==> src/rtl/hex_keypad_scanner_if.sv <==
// Key-code delivery channel: head-of-FIFO code with valid/ready, plus status flags.
// The master side (scanner) drives the code and status; the slave side consumes.
interface hex_keypad_scanner_if;
  logic [3:0] keyCode;
  logic       keyValid;
  logic       keyReady;
  logic       keyHeld;
  logic       keyDrop;

  modport master (
    output keyCode,
    output keyValid,
    output keyHeld,
    output keyDrop,
    input  keyReady
  );

  modport slave (
    input  keyCode,
    input  keyValid,
    input  keyHeld,
    input  keyDrop,
    output keyReady
  );
endinterface

==> src/rtl/hex_keypad_scanner.sv <==
// 4x4 hex keypad scanner: column scan, frame debounce, single-key FSM, and a
// small code FIFO that hands one code per accepted press to the consumer.
module hex_keypad_scanner #(
  parameter int SCAN_DIV       = 12000,
  parameter int DEBOUNCE_SCANS = 4,
  parameter int FIFO_DEPTH     = 4
) (
  input  logic                         clk,
  input  logic                         rstN,
  input  logic [3:0]                   keyRow,
  output logic [3:0]                   keyCol,
  hex_keypad_scanner_if.master         keyIf
);

  localparam int DIV_W = $clog2(SCAN_DIV);
  localparam int CNT_W = $clog2(DEBOUNCE_SCANS + 1);
  localparam int AW    = $clog2(FIFO_DEPTH);

  localparam logic [DIV_W-1:0] DIV_LAST = DIV_W'(SCAN_DIV - 1);
  localparam logic [CNT_W-1:0] DEB_MAX  = CNT_W'(DEBOUNCE_SCANS);
  localparam logic [CNT_W-1:0] DEB_PRE  = CNT_W'(DEBOUNCE_SCANS - 1);

  typedef enum logic [1:0] {
    S_IDLE,
    S_PRESSED,
    S_BLOCKED
  } state_t;

  logic [3:0]        rowMeta_q;
  logic [3:0]        rowSync_q;

  logic [DIV_W-1:0]  div_q, div_d;
  logic [1:0]        col_q, col_d;
  logic              tick;

  logic [15:0]       frame_q, frame_d;
  logic [15:0]       prevFrame_q, prevFrame_d;
  logic [CNT_W-1:0]  stable_q, stable_d;
  logic              frameDone;
  logic              frameChanged;
  logic              qualify;

  logic              noKeys;
  logic              oneKey;
  logic [3:0]        keyIdx;
  logic [3:0]        keyCodeNew;

  state_t            state_q, state_d;
  logic [3:0]        heldCode_q, heldCode_d;
  logic              push;

  logic [3:0]        mem_q [FIFO_DEPTH];
  logic [AW:0]       wr_q, wr_d;
  logic [AW:0]       rd_q, rd_d;
  logic              fifoFull;
  logic              fifoValid;
  logic              pop;
  logic              doPush;
  logic              drop_q, drop_d;

  // Row synchronizer: idles at all-ones so reset looks like "no key".
  always_ff @(posedge clk or negedge rstN) begin
    if (!rstN) begin
      rowMeta_q <= 4'hF;
      rowSync_q <= 4'hF;
    end else begin
      rowMeta_q <= keyRow;
      rowSync_q <= rowMeta_q;
    end
  end

  assign tick   = (div_q == DIV_LAST);
  assign keyCol = ~(4'b0001 << col_q);

  always_comb begin
    div_d = div_q + 1'b1;
    col_d = col_q;
    if (tick) begin
      div_d = '0;
      col_d = col_q + 2'd1;
    end
  end

  // frame_d already includes this tick's capture so the frame-complete
  // comparison sees all four columns of the frame.
  always_comb begin
    frame_d = frame_q;
    if (tick) begin
      frame_d[{col_q, 2'b00} +: 4] = ~rowSync_q;
    end
  end

  assign frameDone    = tick && (col_q == 2'd3);
  assign frameChanged = (frame_d != prevFrame_q);

  always_comb begin
    prevFrame_d = prevFrame_q;
    stable_d    = stable_q;
    qualify     = 1'b0;
    if (frameDone) begin
      if (frameChanged) begin
        prevFrame_d = frame_d;
        stable_d    = CNT_W'(1);
        qualify     = (DEBOUNCE_SCANS == 1);
      end else if (stable_q != DEB_MAX) begin
        stable_d = stable_q + 1'b1;
        qualify  = (stable_q == DEB_PRE);
      end
    end
  end

  always_ff @(posedge clk or negedge rstN) begin
    if (!rstN) begin
      div_q       <= '0;
      col_q       <= 2'd0;
      frame_q     <= '0;
      prevFrame_q <= '0;
      stable_q    <= '0;
    end else begin
      div_q       <= div_d;
      col_q       <= col_d;
      frame_q     <= frame_d;
      prevFrame_q <= prevFrame_d;
      stable_q    <= stable_d;
    end
  end

  // Classify the qualifying frame; frame bit index is col*4+row, code is row*4+col.
  assign noKeys = (frame_d == 16'h0000);
  assign oneKey = !noKeys && ((frame_d & (frame_d - 16'h0001)) == 16'h0000);

  always_comb begin
    keyIdx = 4'd0;
    for (int i = 0; i < 16; i++) begin
      if (frame_d[i]) keyIdx = 4'(i);
    end
  end

  assign keyCodeNew = {keyIdx[1:0], keyIdx[3:2]};

  always_comb begin
    state_d    = state_q;
    heldCode_d = heldCode_q;
    push       = 1'b0;
    if (qualify) begin
      unique case (state_q)
        S_IDLE: begin
          if (oneKey) begin
            push       = 1'b1;
            heldCode_d = keyCodeNew;
            state_d    = S_PRESSED;
          end else if (!noKeys) begin
            state_d = S_BLOCKED;
          end
        end
        S_PRESSED: begin
          if (noKeys) begin
            state_d = S_IDLE;
          end else if (!(oneKey && (keyCodeNew == heldCode_q))) begin
            state_d = S_BLOCKED;
          end
        end
        S_BLOCKED: begin
          if (noKeys) state_d = S_IDLE;
        end
        default: state_d = S_IDLE;
      endcase
    end
  end

  always_ff @(posedge clk or negedge rstN) begin
    if (!rstN) begin
      state_q    <= S_IDLE;
      heldCode_q <= 4'd0;
    end else begin
      state_q    <= state_d;
      heldCode_q <= heldCode_d;
    end
  end

  // FIFO: extra pointer bit separates full from empty; a pop frees the slot
  // a same-cycle push needs, so push+pop while full both succeed.
  assign fifoValid = (wr_q != rd_q);
  assign fifoFull  = (wr_q[AW] != rd_q[AW]) && (wr_q[AW-1:0] == rd_q[AW-1:0]);
  assign pop       = fifoValid && keyIf.keyReady;
  assign doPush    = push && (!fifoFull || pop);

  always_comb begin
    wr_d   = wr_q;
    rd_d   = rd_q;
    drop_d = push && fifoFull && !pop;
    if (doPush) wr_d = wr_q + 1'b1;
    if (pop)    rd_d = rd_q + 1'b1;
  end

  always_ff @(posedge clk or negedge rstN) begin
    if (!rstN) begin
      wr_q   <= '0;
      rd_q   <= '0;
      drop_q <= 1'b0;
    end else begin
      wr_q   <= wr_d;
      rd_q   <= rd_d;
      drop_q <= drop_d;
    end
  end

  always_ff @(posedge clk) begin
    if (doPush) mem_q[wr_q[AW-1:0]] <= heldCode_d;
  end

  assign keyIf.keyValid = fifoValid;
  assign keyIf.keyCode  = fifoValid ? mem_q[rd_q[AW-1:0]] : 4'd0;
  assign keyIf.keyHeld  = (state_q == S_PRESSED);
  assign keyIf.keyDrop  = drop_q;

endmodule
==> src/flat_wrapper.sv <==
// flat-port wrapper written by rule: the top's interface ports become plain ports
module hex_keypad_scanner_flat 
#(
  parameter int SCAN_DIV       = 12000,
  parameter int DEBOUNCE_SCANS = 4,
  parameter int FIFO_DEPTH     = 4
)
  (clk, rstN, keyRow, keyCol, keyIf_keyCode, keyIf_keyValid, keyIf_keyHeld, keyIf_keyDrop, keyIf_keyReady);
  hex_keypad_scanner_if keyIf_i ();
  input  logic clk;
  input  logic rstN;
  input  logic [3:0] keyRow;
  output logic [3:0] keyCol;
  output wire logic [$bits(keyIf_i.keyCode)-1:0] keyIf_keyCode;
  output wire logic [$bits(keyIf_i.keyValid)-1:0] keyIf_keyValid;
  output wire logic [$bits(keyIf_i.keyHeld)-1:0] keyIf_keyHeld;
  output wire logic [$bits(keyIf_i.keyDrop)-1:0] keyIf_keyDrop;
  input wire logic [$bits(keyIf_i.keyReady)-1:0] keyIf_keyReady;
  assign keyIf_keyCode = keyIf_i.keyCode;
  assign keyIf_keyValid = keyIf_i.keyValid;
  assign keyIf_keyHeld = keyIf_i.keyHeld;
  assign keyIf_keyDrop = keyIf_i.keyDrop;
  assign keyIf_i.keyReady = keyIf_keyReady;
  hex_keypad_scanner #(.SCAN_DIV(SCAN_DIV), .DEBOUNCE_SCANS(DEBOUNCE_SCANS), .FIFO_DEPTH(FIFO_DEPTH)) u_core (.clk(clk), .rstN(rstN), .keyRow(keyRow), .keyCol(keyCol), .keyIf(keyIf_i));
endmodule
==> config.mk <==
export PLATFORM = sky130hd
export DESIGN_NAME = hex_keypad_scanner_flat
export DESIGN_NICKNAME = d
export VERILOG_FILES = /design/src/rtl/hex_keypad_scanner_if.sv /design/src/rtl/hex_keypad_scanner.sv /design/src/flat_wrapper.sv
export SDC_FILE = /design/constraint.sdc
export NUM_CORES = 1
export LEC_CHECK = 0
export CAP_MARGIN = 10
export CORE_UTILIZATION = 40
export DETAILED_ROUTE_END_ITERATION = 8
export RECOVER_POWER = 100
export SYNTH_ARGS = -nofsm -noshare
export SYNTH_HDL_FRONTEND = slang
export SYNTH_SLANG_ARGS = --single-unit
==> constraint.sdc <==
create_clock -name clk -period 5.9 [get_ports clk]
set_clock_uncertainty 0.05 [all_clocks]
set_input_delay 0.59 -clock clk [delete_from_list [all_inputs] [get_ports clk]]
set_output_delay 0.59 -clock clk [all_outputs]
set_load 0.1 [all_outputs]
== Word level (Yosys, flattened, before mapping) ==
Memory sizes are Yosys's and may differ from the RTL's.
Index checks and enable logic that the tools add are counted.
W data, S select, Z words.

* Equal/unequal tests: 14
* Add/sub/neg operators: 7
* Shift-type cells: 3
* Bitwise operators: 3
* Multiplexer cells: 38
* Reduce and logical (&&, ||, !) cells: 19

{| class="wikitable"
|+ Operators by type and width
! cell !! count
|-
| $mux W4 || 12
|-
| $logic_not A16 Y1 || 2
|-
| $mux W3 || 6
|-
| $and A16 B16 Y16 || 1
|-
| $bwmux W16 || 1
|-
| $mux W16 || 1
|-
| $ne A16 B16 Y1 || 1
|-
| $shift A4 B6 Y16 const A || 1
|-
| $shiftx A4 B6 Y16 || 1
|-
| $sub A16 B1 Y16 const B || 1
|-
| $add A14 B1 Y14 const B || 1
|-
| $eq A14 B14 Y1 const B || 1
|-
| $mux W14 || 1
|-
| $mux W2 || 7
|-
| $add A3 B1 Y3 const B || 3
|-
| $mux W1 || 9
|-
| $logic_and A1 B1 Y1 || 8
|-
| $not A4 Y4 || 2
|-
| $ne A3 B3 Y1 const B || 2
|-
| $neg A4 Y6 || 1
|-
| $pmux W2 S3 || 1
|-
| $eq A2 B2 Y1 const B || 2
|-
| $eq A4 B4 Y1 || 1
|-
| $reduce_and A2 Y1 || 2
|-
| 14 further kinds || 16
|}

* Memory bits (writable): 16
* Output and inout bits: 11
* Register bits: 72
* Memories: 1
* Input port bits: 7

{| class="wikitable"
|+ Memories
! name !! words !! width !! rd ports !! clocked after memory_dff !! write ports !! RTL line !! source
|-
| u_core.mem_q || 4 || 4 || 1 || 0 || 1 || hex_keypad_scanner.sv:52 || <nowiki>logic [3:0] mem_q [FIFO_DEPTH];</nowiki>
|}

== Logic depth before layout (Yosys ltp) ==
Gate-level depths: netlist (run 1).

* Depth in word-level cells: 24
* Depth in mapped cells: 16
* Gate-level depth less buffers: 12

== Worst setup path before layout (run 1) ==
No wires, ideal clock.

* Path kind: register to register
* From: register u_core.div_q[8]
* To: memory u_core.mem_q[0][0] (enable)
* Path buffers: 1
* Path slack: 1925 ps
* Setup time: 309 ps
* Clock period less this slack: 3975 ps
* Arrival: 3616 ps
* Cell stages (with the launch flop): 11
* Data required time: 5541 ps
* Path through: dfrtp_1 -> or4b_1 -> buf_4 -> nor4_4 -> mux2_2 -> a22o_1 -> a2111oi_4 -> nand3_1 -> or2_4 -> nor4b_4 -> and2_1

* Cells in the longest elaborated chain, start to end: 12
* Elaborated cells on any way between the ends: 18

{| class="wikitable"
|+ Ends and longest elaborated chain
! item !! RTL line !! source
|-
| start, declared || hex_keypad_scanner.sv:32 || <nowiki>logic [DIV_W-1:0] div_q, div_d;</nowiki>
|-
| start signal, assigned || hex_keypad_scanner.sv:120 || <nowiki>div_q <= div_d;</nowiki>
|-
| $eq A14 B14 Y1 * || hex_keypad_scanner.sv:72 || <nowiki>assign tick = (div_q == DIV_LAST);</nowiki>
|-
| $mux W16 * || hex_keypad_scanner.sv:88 || <nowiki>if (tick) begin</nowiki>
|-
| named net u_core.frame_d[2] || hex_keypad_scanner.sv:36 || <nowiki>logic [15:0] frame_q, frame_d;</nowiki>
|-
| $sub A16 B1 Y16 || hex_keypad_scanner.sv:130 || <nowiki>assign oneKey = !noKeys && ((frame_d & (frame_d - 16'h0001)) == 16'h0000);</nowiki>
|-
| $and A16 B16 Y16 || hex_keypad_scanner.sv:130 ||
|-
| $logic_not A16 Y1 || hex_keypad_scanner.sv:130 ||
|-
| $logic_and A1 B1 Y1 || hex_keypad_scanner.sv:130 ||
|-
| $mux W1 || hex_keypad_scanner.sv:148 || <nowiki>if (oneKey) begin</nowiki>
|-
| $mux W1 || hex_keypad_scanner.sv:146 || <nowiki>unique case (state_q)</nowiki>
|-
| $mux W1 * || hex_keypad_scanner.sv:145 || <nowiki>if (qualify) begin</nowiki>
|-
| $logic_and A1 B1 Y1 * || hex_keypad_scanner.sv:186 || <nowiki>assign doPush = push && (!fifoFull || pop);</nowiki>
|-
| $mux W1 * || hex_keypad_scanner.sv:209 || <nowiki>if (doPush) mem_q[wr_q[AW-1:0]] <= heldCode_d;</nowiki>
|-
| $mux W1 (not written as such) * || hex_keypad_scanner.sv:209 ||
|-
| end, declared || hex_keypad_scanner.sv:52 ||
|}

Mark *: on every way through the listed nets, which the timed path passes. The rest lies on a longest branch.

== Final worst setup path (run 1) ==
* From: register u_core.div_q[8]
* To: memory u_core.mem_q[1][0] (enable)

* Cells in the longest elaborated chain, start to end: 12
* Elaborated cells on any way between the ends: 18

{| class="wikitable"
|+ Ends and longest elaborated chain
! item !! RTL line
|-
| $eq A14 B14 Y1 * || hex_keypad_scanner.sv:72
|-
| $mux W16 || hex_keypad_scanner.sv:88
|-
| $sub A16 B1 Y16 || hex_keypad_scanner.sv:130
|-
| $and A16 B16 Y16 || hex_keypad_scanner.sv:130
|-
| $logic_not A16 Y1 || hex_keypad_scanner.sv:130
|-
| $logic_and A1 B1 Y1 || hex_keypad_scanner.sv:130
|-
| $mux W1 || hex_keypad_scanner.sv:148
|-
| $mux W1 || hex_keypad_scanner.sv:146
|-
| $mux W1 * || hex_keypad_scanner.sv:145
|-
| $logic_and A1 B1 Y1 * || hex_keypad_scanner.sv:186
|-
| $mux W1 * || hex_keypad_scanner.sv:209
|-
| $mux W1 (not written as such) * || hex_keypad_scanner.sv:209
|}

Every way passes the cells marked *; elsewhere a longest branch is shown, timed or not.

==> results of run 1 <==
-- layout by cell type, fill, tap and decap left out, drive strengths merged, types with 3 or more instances in the layout --
master,count
a211o,3
a21oi,18
a22o,3
a31oi,4
and2,4
and3,4
clkbuf,17
dfrtp,64
dfstp,8
dlygate4sd3,15
edfxtp,16
ha,13
inv,34
mux2,23
mux2i,17
mux4,4
nand2,29
nand3,25
nand4,4
nor2,48
nor2b,9
nor3,14
nor3b,4
nor4,9
nor4b,3
o211ai,5
o21a,3
o21ai,16
o22ai,4
o32ai,3
or2,4
xnor2,18
xor2,12
-- flip-flops by register name, summed over array words and instances, names as in the netlist --
signal,cells
u_core.state_q,2
u_core.keyIf.keyDrop,1
u_core.mem_q,16
u_core.frame_q,16
u_core.heldCode_q,4
u_core.prevFrame_q,16
u_core.rowMeta_q,4
u_core.rowSync_q,4
u_core.stable_q,3
u_core.div_q,14
u_core.col_q,2
u_core.rd_q,3
u_core.wr_q,3
-- stage by stage --
| step | area [µm²] | util |
|---|---|---|
| floorplan | 4890 | - |
| global placement | 5210 | 0.436 |
| detailed placement | 5210 | 0.436 |
| CTS | 5480 | 0.458 |
| global route | 5420 | 0.453 |
| finish | 5420 | 0.453 |
-- worst max-delay path, stage by stage, from the launching register on --
cell and delay, ns:
dfrtp_1 0.40, or4b_1 0.68, nor4_1 0.29, clkbuf_1 0.51
mux2i_1 0.64, o22ai_1 0.17, a2111oi_0 0.54, nand3_1 0.24
or2_0 0.39, nor4b_4 0.39, and2_0 0.33
-- layout make-up --
| cell class | count | area [µm²] |
|---|---|---|
| repair buffers | 22 | 183 |
| clock buffers | 11 | 233 |
| flip-flops and latches | 88 | 2290 |
| well taps | 147 | 184 |
| fillers | 1131 | 6540 |
| multi-input cells | 332 | 2370 |
| clock inverters | 5 | 40.0 |
| inverters | 32 | 120 |
-- how the worst min path moves through the flow --
stage	startpoint	to	slack, ns
after floorplan	rstN	u_core.col_q[0]	0.24
after global placement	u_core.rowMeta_q[3]	u_core.rowSync_q[3]	0.30
after detailed placement	u_core.rowMeta_q[3]	u_core.rowSync_q[3]	0.30
after CTS	u_core.rowMeta_q[2]	u_core.rowSync_q[2]	0.31
after global routing	u_core.rowMeta_q[3]	u_core.rowSync_q[3]	0.31
final	u_core.rowMeta_q[3]	u_core.rowSync_q[3]	0.31
-- routing by layer --
layer / GRT usage / up-vias / routed length (µm)
met5: 0 / - / 0
met4: 0.0800 / 0 / 225
met3: 0.0405 / 19 / 670
met2: 0.293 / 118 / 5100
met1: 0.254 / 1822 / 5220
li1: - / 1699 / -
-- cell families after synthesis --
| kind of cell | count (synthesis) | synth area share |
|---|---|---|
| and+or+nand+nor | 171 | 0.191 |
| DFF | 88 | 0.469 |
| AOI/OAI and AO/OA | 74 | 0.106 |
| buffers and inverters | 50 | 0.0402 |
| muxes | 44 | 0.107 |
| xor gates and xnor gates | 30 | 0.0537 |
| adders and majority gates | 13 | 0.0332 |
-- where the power goes --
group / internal [W] / total (W) / switching, W
logic: 0.0000417 / 0.0000973 / 0.0000555
clock network: 0.000290 / 0.000533 / 0.000244
registers: 0.000633 / 0.000662 / 0.0000290
total: 0.000964 / 0.00129 / 0.000328
==> metrics.cfg, run 1 <==
[setup_path]
worstSetupEndpoint = u_core.mem_q[1][0]
r2r_slack_ns = 0.96
crit_arrival_ns = 4.91
worstSetupPathType = reg2reg
r2r-end = u_core.mem_q[1][0]
cp-startpoint = u_core.div_q[8]
required_ns = 5.87
path_max_fanout = 11
worstRegToRegCells = 10
r2r_start = u_core.div_q[8]
start_kind = flop
critPathCaptureType = flop

[logic_synthesis]
yosysMostFrequentCell = dfrtp_1
synth_flop_cell = dfrtp_1
synth.cell_area_um2 = 4890
yosys.area.top_type = dfrtp_1
ys_warn_count = 0
yosysSeqAreaShare = 0.469
synth_edf_count = 16
syn_inst = 470
ys_ff_latch = 88
yosys-top-cells-count = dfrtp_1, nor2_1, inv_1, nand2_1, nand3_1
synth_top_area_frac = 0.327
synth_area_per_cell_um2 = 10.4
async_flop_share = 0.818
synth_nets = 490
synth.area.top_cells = dfrtp_1, edfxtp_1, mux2_2
yosysUniqueCellTypes = 64

[sta]
final_hold_viol_count = 0
max_freq_mhz = 202
finalSetupViolations = 0
setup_tns_ns = 0
maxSlewViolCount = 73
relSlewSlack = -1.57
worst_slack_ns = 0.957
min_period_over_period = 0.838
worst_pin_slew_ns = 3.86
period_needed_ns = 4.94
hold_slack_ns = 0.306
rsz0062_at_grt = false

[clocking]
cts_buffer_depth = 2
cts_setup_buffers = 0
cts_tree = done
clock_sinks = 88
cts_hold_buf = 0
path_clk_slew_ns = 0.06
cts_max_level = 3
cts_resized = 0
insertion_delay_ns = 0.34
numCtsBuffers = 9
clockRootBuffer = clkbuf_16

[grt]
overflow = 0
grt_pass1_vias = 3617
grt_antenna_before_repair = 0
groute.usage.overall = 0.188
grt_max_degree = 73
grt_pass1_wl_um = 18400

[place]
port_buffers = 17
pre_cts_slack_ns = 1.49
dpl.hpwl_um = 8210
dp.cells = 621
gp_congestion = 0.871

[pwr]
peakVddDrop_uv = 171
powerDensity_nw_per_um2 = 239
power_leakage_nw = 2.38
p_total_w = 0.00129

[final_layout]
layout.nets = 505
diodes = 0
syn_to_final_growth_pct = 10.7
instances_no_fill = 637
drive_gt1_frac = 0.104

[route]
drcViolationCount = 0
antenna_left = 0
first_pass_iters = 5
vias = 3658
wirelength_um = 11200
routedWlPerCell_um = 17.6
vias_per_cell = 5.74
drtIter0Drc = 192

[min_path]
hold_path.class = reg2reg
whs_path_depth = 0

[job]
drv_cap = 1

[floorplan]
dieHeight_um = 113
die_x_um = 113
rows = 40
initial_core_util = 0.409
dieArea_um2 = 12700
core_um2 = 12000
io_pins = 18

[status]
status = complete, but fails checks
violations = max-capacitance violations, max-slew violations

No activity file was read; power rests on OpenSTA's default activity.
==> run 2: changes to the inputs <==
==> constraint.sdc (replaced) <==
create_clock -name clk -period 5.2 [get_ports clk]
set_clock_uncertainty 0.05 [all_clocks]
set_input_delay 0.52 -clock clk [delete_from_list [all_inputs] [get_ports clk]]
set_output_delay 0.52 -clock clk [all_outputs]
set_load 0.1 [all_outputs]
==> run 2 against run 1 <==
  * The flow still finishes with violations (max-capacitance violations, max-slew violations)
  * Cell area is 1.6% higher
  * Final cell count is 0.16% higher
  * Sequential share of layout area shrank 0.66 points
  * First-iteration DRC count rose by 27%
  * Global-route usage up 0.36 points
==> metrics.cfg, run 2 (synthesis results as in run 1) <==
[place]
gp_congestion = 0.956  ; +9.8%
port_buffers = 17  ; unchanged
dpl.hpwl_um = 8140  ; -0.88%

[sta]
max_freq_mhz = 215  ; +6.2%
maxSlewViolCount = 73  ; unchanged
period_needed_ns = 4.66  ; -0.287 ns
rsz0062_at_grt = false
relSlewSlack = -1.52  ; +0.0506
setup_tns_ns = 0  ; unchanged
worst_pin_slew_ns = 3.78  ; -0.0760 ns
final_hold_viol_count = 0  ; unchanged
min_period_over_period = 0.895  ; +0.0576
finalSetupViolations = 0  ; unchanged
hold_slack_ns = 0.305  ; -0.000299 ns

[clocking]
cts_max_level = 3  ; unchanged
clockRootBuffer = clkbuf_16
clock_sinks = 88  ; unchanged
numCtsBuffers = 9  ; unchanged
cts_resized = 0  ; unchanged
cts_tree = done
insertion_delay_ns = 0.35  ; about the same
path_clk_slew_ns = 0.07  ; about the same
cts_setup_buffers = 0  ; unchanged
cts_buffer_depth = 2  ; unchanged
cts_hold_buf = 0  ; unchanged

[route]
routedWlPerCell_um = 17.2  ; -2.2%
vias = 3534  ; -3.4%
vias_per_cell = 5.54  ; -3.5%
first_pass_iters = 4  ; -1
drcViolationCount = 0  ; unchanged
drtIter0Drc = 244  ; +27%
antenna_left = 0  ; unchanged
wirelength_um = 11000  ; -2.1%

[status]
status = complete, but fails checks
violations = max-capacitance violations, max-slew violations

[grt]
groute.usage.overall = 0.192  ; +0.00362
grt_antenna_before_repair = 0  ; unchanged
grt_max_degree = 73  ; unchanged
grt_pass1_wl_um = 18800  ; +2.1%
grt_pass1_vias = 3623  ; +0.17%
overflow = 0  ; unchanged

[floorplan]
dieHeight_um = 113  ; unchanged
rows = 40  ; unchanged
dieArea_um2 = 12700  ; unchanged
initial_core_util = 0.409  ; unchanged
core_um2 = 12000  ; unchanged
die_x_um = 113  ; unchanged
io_pins = 18  ; unchanged

[pwr]
power_leakage_nw = 2.42  ; +1.8%
p_clk_frac = 0.451  ; +0.038
pwr-share-seq = 0.479  ; -0.033
power_frac_comb = 0.070  ; -0.005
swShare = 0.241  ; -0.0130
peakVddDrop_uv = 143  ; -16%
intPower_w = 0.00119  ; +24%
powerDensity_nw_per_um2 = 285  ; +20%
switchingPower_w = 0.000378  ; +15%

[final_layout]
layout_commonest_cell = dfrtp_1
syn_to_final_growth_pct = 12.5
layout.nets = 506  ; +0.20%
drive_gt1_frac = 0.116  ; +0.0120
final_cell_mix = dfrtp_1, nor2_1, inv_1, nand2_1, nand3_1
diodes = 0  ; unchanged

[setup_path]
r2r_slack_ns = 0.54  ; -0.41 ns
critPathCaptureType = flop
crit_arrival_ns = 4.65  ; -0.26 ns
crit_slowest_cell = or4b_1
path_max_fanout = 12  ; +1
worstSetupPathType = reg2reg
start_kind = flop
required_ns = 5.19  ; -0.68 ns
crit_chain = or4b_1 > nor4_1 > clkbuf_1 > mux2i_1 > inv_1 > a22o_1 > a2111oi_4 > nand3_1 > or2_4 > nor4b_4 > and2_0
slowest_delay_ns = 0.68  ; about the same

[min_path]
hold_path.class = reg2reg

[job]
drv_cap = 1  ; unchanged

-- run 2: final timing paths --
check,startpoint,endpoint,cells after the start
max reg2reg,u_core.div_q[8],u_core.mem_q[1][2],11
max in group asynchronous,rstN,u_core.prevFrame_q[3],1
min reg2reg,u_core.rowMeta_q[0],u_core.rowSync_q[0],0
min in group asynchronous,rstN,u_core.prevFrame_q[5],1
min,u_core.rowMeta_q[0],u_core.rowSync_q[0],0
max,u_core.div_q[8],u_core.mem_q[1][2],11
-- run 2: layout make-up --
cell class | count | area [µm²]
multi-input cells | 332 | 2390
clock buffers | 9 | 225
fillers | 1089 | 6460
repair buffers | 23 | 191
flip-flops and latches | 88 | 2290
inverters | 32 | 120
clock inverters | 7 | 104
well taps | 147 | 184
-- run 2: critical path: cells and delay by family (launching register included) --
kind                   cells  cell delay [ns]
and+or+nand+nor            6             2.23
buffers and inverters      2             0.67
AOI/OAI and AO/OA          2             0.59
DFF                        1             0.40
muxes                      1             0.40
-- run 2: routing by layer --
layer  part of all wire  global-route usage  wire, µm  vias to the layer above
li1                   -                   -         -                     1712
met1               0.46               0.257      5100                     1710
met2               0.46               0.302      5040                       88
met3              0.050              0.0416       545                       24
met4              0.026              0.0782       290                        0
met5                  0                   0         0                        -
-- run 2: per-stage QoR --
stage	power [W]	area (µm²)	std cells	utilization	setup WS [ns]
finish	0.00157	5500	638	0.460	0.544
global route	0.00164	5500	638	0.460	0.222
CTS	0.00159	5550	638	0.464	0.710
detailed placement	0.000880	5220	622	0.436	0.711
global placement	0.000875	5220	622	0.436	0.843
floorplan	0.000842	4890	470	-	1.22
-- run 2: power by group through the flow --
stage          logic (W)  clock network [W]  registers (W)
2_1_floorplan  0.0000979                  0       0.000744
3_3_place_gp    0.000110                  0       0.000765
3_5_place_dp    0.000115                  0       0.000765
4_1_cts         0.000114           0.000725       0.000752
5_1_grt         0.000124           0.000757       0.000758
6_report        0.000110           0.000709       0.000752
==> variant 1 (config.mk and constraints of run 2) <==
Encoding of `state_t`: now one-hot (3 bits for 3 states).
--- a/src/rtl/hex_keypad_scanner.sv
+++ b/src/rtl/hex_keypad_scanner.sv
@@ -21,8 +21,8 @@
   localparam logic [CNT_W-1:0] DEB_PRE  = CNT_W'(DEBOUNCE_SCANS - 1);
 
-  typedef enum logic [1:0] {
-    S_IDLE,
-    S_PRESSED,
-    S_BLOCKED
+  typedef enum logic [2:0] {
+    S_IDLE    = 3'b001,
+    S_PRESSED = 3'b010,
+    S_BLOCKED = 3'b100
   } state_t;
 
Function: no difference found for any inputs over 10 cycles, from zero or initial values and one cycle with rstN low; not proved beyond that.
==> variant 1 against run 2 <==
- cell area grew 5.3%
- largest cell class unchanged
- via count grew 4.4%
- synthesized area is 6.8% higher
- sequential cell count up 1
- setup slack worse by 0.047 ns
- the flow still finishes with violations (max-capacitance violations, max-slew violations)
- die area is 6.7% higher
- routed wire length is 1.2% higher
Power is not compared: it rests on default switching activity, and its combinational part moved more than twofold at a synthesized area within 25%.
==> variant 1: results (changes against run 2) <==
| Metric | Value |
|---|---|
| WL final | 11.1 mm (+1.2%) |
| Met3 wire length | 384 um (-30%) |
| Post-synthesis xor/xnor area fraction | 0.0620 (+0.00833) |
| Maximum capacitance violations | 1 (unchanged) |
| Final HPWL DP | 8.07 mm (-0.85%) |
| Adder-cell share of the synthesized area | 0.0331 (-0.000194) |
| DR WL met2 | 4.88 mm (-3.2%) |
| Largest net degree at the start of global routing | 74 (+1.4%) |
| Post-synthesis sequential area ratio | 0.444 (-0.0247) |
| Crit. Startpoint | u_core.div_q[0] |
| Mapped Nets | 523 (+6.7%) |
| CP Max Fanout | 15 (+3) |
| Non-clock buffers, area share | 0.0360 (+0.00126) |
| Pre-CTS setup slack | 0.675 ns (-0.0358 ns) |
| Num sequential | 89 (+1.1%) |
| Unique masters post-synth | 73 (+14%) |
| Area taken by multi-input logic gates | 2580 um^2 (+8.3%) |
| Max-slew violation count | 74 (+1.4%) |
| Fill cells | 1225 (+12%) |
| Outcome | finished, violations left |
| Hold path start | u_core.rowMeta_q[3] |
| Clk tree area frac | 0.0550 (-0.00475) |
| Sequential cell area share | 0.400 (-0.0165) |
| Non-clk bufs | 24 (+4.3%) |
| Top post-synthesis cells by area | dfrtp_1 (31%), edfxtp_1 (9.2%), mux2i_1 (5.2%) |
| GP Congestion | 0.881 (-7.9%) |
| Nets | 537 (+6.1%) |
| Vias in the first global route | 3615 (-0.22%) |
| Fraction of area in multi-input gates | 0.446 (+0.0122) |
| Multi-input gates | 353 (+6.3%) |
| Failing checks | max-capacitance violations, max-slew violations |
| Top cells by count, synth | dfrtp_1 (64), nor2_1 (51), inv_1 (40), nand2_1 (28), mux2i_1 (27) |
| Met1 WL | 5.59 mm (+9.6%) |
| Slowest stage delay, CP | 0.58 ns (-0.10 ns) |
| DP Area | 5530 um^2 (+5.9%) |
| Compound-Gate Fraction of Synth Area | 0.0872 (-0.0190) |
| Worst-path cell with the longest stage delay | clkbuf_1 |
| Clock buffers | 14 (+5) |
| Tot GR Track Use | 0.182 (-0.00991) |
==> variant 1: cell types whose count changed after synthesis, moves of 4 or more <==
cell / change
nand3_1: -12
mux2i_1: +10
nor4_1: +10
inv_1: +8
buf_6: +6
nand4_1: +6
xnor2_1: +6
a21oi_1: +4
mux2_2: -4
==> variant 1: power groups by stage <==
| stage | clock network (uW) | registers [uW] | logic [uW] |
|---|---|---|---|
| 3_5_place_dp | 0 | 733 | 21.3 |
| 2_1_floorplan | 0 | 727 | 7.66 |
| 4_1_cts | 703 | 720 | 21.6 |
| 3_3_place_gp | 0 | 733 | 21.0 |
| 6_report | 686 | 720 | 19.2 |
| 5_1_grt | 728 | 720 | 22.7 |
==> variant 1: final timing paths <==
| kind | to | slack (ns) |
|---|---|---|
| worst max-delay path | u_core.mem_q[0][3] | 0.50 |
| worst min-delay path | u_core.rowSync_q[3] | 0.30 |
| worst max register to register | u_core.mem_q[0][3] | 0.50 |
| worst min register to register | u_core.rowSync_q[3] | 0.30 |
| max in group asynchronous | u_core.frame_q[15] | 1.45 |
| min in group asynchronous | u_core.prevFrame_q[8] | 1.47 |
==> variant 1: cells by family (layout without fill, tap and decap cells) <==
logic type                 count (synthesis)  in the layout
xor gates and xnor gates                  37             37
buffers and inverters                     61             80
muxes                                     52             52
adders and majority gates                 14             14
DFF                                       89             89
AOI/OAI and AO/OA                         70             70
and+or+nand+nor                          180            180
==> variant 1: metrics by stage <==
step                      hold WS [ns]  cells
after floorplan                  0.174    503
after global placement           0.296    678
after detailed placement         0.297    678
after CTS                        0.306    694
after global routing             0.308    694
final                            0.304    694
==> variant 1: metal layers <==
layer / up-vias / GRT usage
met3: 20 / 0.0322
met1: 1809 / 0.262
met2: 49 / 0.263
met5: - / 0
met4: 0 / 0.0889
li1: 1811 / -
==> variant 2 (config.mk and constraints of run 2) <==
Without the edit above. `FIFO_DEPTH` is set to 4 in 2 places; all go to 8.
--- a/src/rtl/hex_keypad_scanner.sv
+++ b/src/rtl/hex_keypad_scanner.sv
@@ -4,5 +4,5 @@
   parameter int SCAN_DIV       = 12000,
   parameter int DEBOUNCE_SCANS = 4,
-  parameter int FIFO_DEPTH     = 4
+  parameter int FIFO_DEPTH     = 8
 ) (
   input  logic                         clk,
--- a/src/flat_wrapper.sv
+++ b/src/flat_wrapper.sv
@@ -4,5 +4,5 @@
   parameter int SCAN_DIV       = 12000,
   parameter int DEBOUNCE_SCANS = 4,
-  parameter int FIFO_DEPTH     = 4
+  parameter int FIFO_DEPTH     = 8
 )
   (clk, rstN, keyRow, keyCol, keyIf_keyCode, keyIf_keyValid, keyIf_keyHeld, keyIf_keyDrop, keyIf_keyReady);
Check against the original RTL: same outputs for any inputs over 10 cycles, from zero or initial values and one cycle with rstN low; that may be too few to reach the edited logic, so the function may still have changed.
==> variant 2 against run 2 <==
- the flow still finishes with violations (max-capacitance violations, max-slew violations)
- routed wire length up 24%
- final cell count is 21% higher
- sequential share of layout area is 0.73 points higher
- sequential cell count grew 18
- critical endpoint is now u_core.mem_q[6][0]
- cell area up 21%
- synthesized area rose by 24%
- setup slack worse by 0.12 ns
- power is 12% higher
- die area up 23%
==> variant 2: results (changes against run 2) <==
| Metric | Value |
|---|---|
| Worst vdd ir | 0.190 mV (+33%) |
| Failing checks | max-capacitance violations, max-slew violations |
| Resize count post-CTS | 0 (unchanged) |
| First-pass GRT wire length | 22.6 mm (+21%) |
| Top cells by count, synth | dfrtp_1 (66), nand2_1 (48), nor2_1 (42) |
| Outcome | finished, violations left |
| Unique masters post-synth | 69 (+7.8%) |
| Switch Pwr | 448 uW (+18%) |
| Mapped Nets | 586 (+20%) |
| IO Port Bufs | 17 (unchanged) |
| Drt initial violations | 304 (+25%) |
| Pre-antenna DRT Iters | 5 (+1) |
| Arrival time at the worst endpoint | 4.72 ns (+0.07 ns) |
| Tot GR Track Use | 0.187 (-0.00447) |
| Async set-reset flop share out of synthesis | 0.698 (-0.120) |
| H-tree Lvls | 3 (unchanged) |
| Largest net degree at the start of global routing | 75 (+2.7%) |
| Final HPWL DP | 9.92 mm (+22%) |
| CTS Buffer Depth | 2 (unchanged) |
| CP Max Fanout | 9 (-3) |
| Vias per inst | 5.68 (+2.5%) |
| Post-Syn Instances | 569 (+21%) |
| Largest register FFs | 32 |
| WL final | 13.6 mm (+24%) |
| DP Cell Count | 754 (+21%) |
| GP Congestion | 0.946 (-1.0%) |
| Pleak | 0.00284 uW (+17%) |
| Top post-synthesis cells by area | dfrtp_1 (27%), edfxtp_1 (16%), mux2i_1 (4.6%) |
| Vias in the first global route | 4208 (+16%) |
| Nets | 598 (+18%) |
| Antenna violations before repair | 0 (unchanged) |
| Fill cells | 1361 (+25%) |
| CTS buffer count | 9 (unchanged) |
| Maximum capacitance violations | 1 (unchanged) |
| Ys flop type | dfrtp_1 |
| Antenna Cells | 0 (unchanged) |
| Post-synthesis sequential area ratio | 0.467 (-0.00136) |
| Max-slew violation count | 75 (+2.7%) |
| Post-synth EDFFs | 32 (+16) |
| Clock edge transition at the registers on the reported setup and hold paths | 0.07 ns (about the same) |
| Setup Buffers After CTS | 0 (unchanged) |
| Layout cells sized above 1 | 0.135 (+0.0187) |
| Hold Path Class | flip-flop to flip-flop |
| Ys Warns | 0 (unchanged) |
| Wire per inst | 17.7 um (+2.8%) |
| Slew HR | -1.61 (-0.0831) |
## variant 2: cell type report
class / count / area (um^2) / area share
multi-input cells: 403 / 2960 / 0.444
flip-flops and latches: 106 / 2820 / 0.424
clock buffers: 11 / 264 / 0.0396
well taps: 184 / 230 / 0.0346
repair buffers: 29 / 228 / 0.0342
inverters: 32 / 120 / 0.0180
clock inverters: 5 / 41.3 / 0.00620
## variant 2: cells by family (layout without fill, tap and decap cells)
group,Yosys count,in the layout,synth area share
and+or+nand+nor,211,211,0.206
DFF,106,106,0.467
AOI/OAI and AO/OA,84,84,0.0857
muxes,62,62,0.128
buffers and inverters,60,77,0.0406
xor gates and xnor gates,36,36,0.0522
adders and majority gates,10,10,0.0207
## variant 2: final timing paths
check,startpoint,end,slack (ns),cells after the start
worst max register to register,u_core.div_q[5],u_core.mem_q[6][0],0.42,11
max in group asynchronous,rstN,u_core.frame_q[8],1.44,1
worst max-delay path,u_core.div_q[5],u_core.mem_q[6][0],0.42,11
worst min-delay path,u_core.rowMeta_q[2],u_core.rowSync_q[2],0.31,0
min in group asynchronous,rstN,u_core.prevFrame_q[2],1.47,1
worst min register to register,u_core.rowMeta_q[2],u_core.rowSync_q[2],0.31,0
## variant 2: critical path, stage by stage, from the launching register on
cell	delay, ns
dfrtp_1	0.47
or4b_4	0.64
nor4_4	0.41
clkbuf_1	0.43
mux2i_1	0.38
inv_1	0.13
a22o_1	0.23
a2111o_1	0.40
nor4_2	0.25
and4b_4	0.33
nand3_4	0.13
nor3b_1	0.56
## variant 2: metrics by stage
step / cell area, um^2 / setup slack, ns
floorplan: 6040 / 1.02
global route: 6660 / 0.0381
detailed placement: 6400 / 0.529
CTS: 6710 / 0.509
finish: 6660 / 0.421
global placement: 6400 / 0.660
## variant 2: power by group through the flow
stage,clock (uW),sequential [uW],combinational [uW]
after floorplan,0,906,143
after global placement,0,965,126
after detailed placement,0,966,130
after CTS,714,949,130
after global routing,748,954,138
final,695,945,125
## variant 2: routing by layer
| layer | track usage | vias to the layer above | routed length, um |
|---|---|---|---|
| met5 | 0 | - | 0 |
| li1 | - | 2088 | - |
| met2 | 0.288 | 126 | 6240 |
| met3 | 0.0382 | 25 | 668 |
| met4 | 0.0703 | 0 | 344 |
| met1 | 0.262 | 2132 | 6370 |
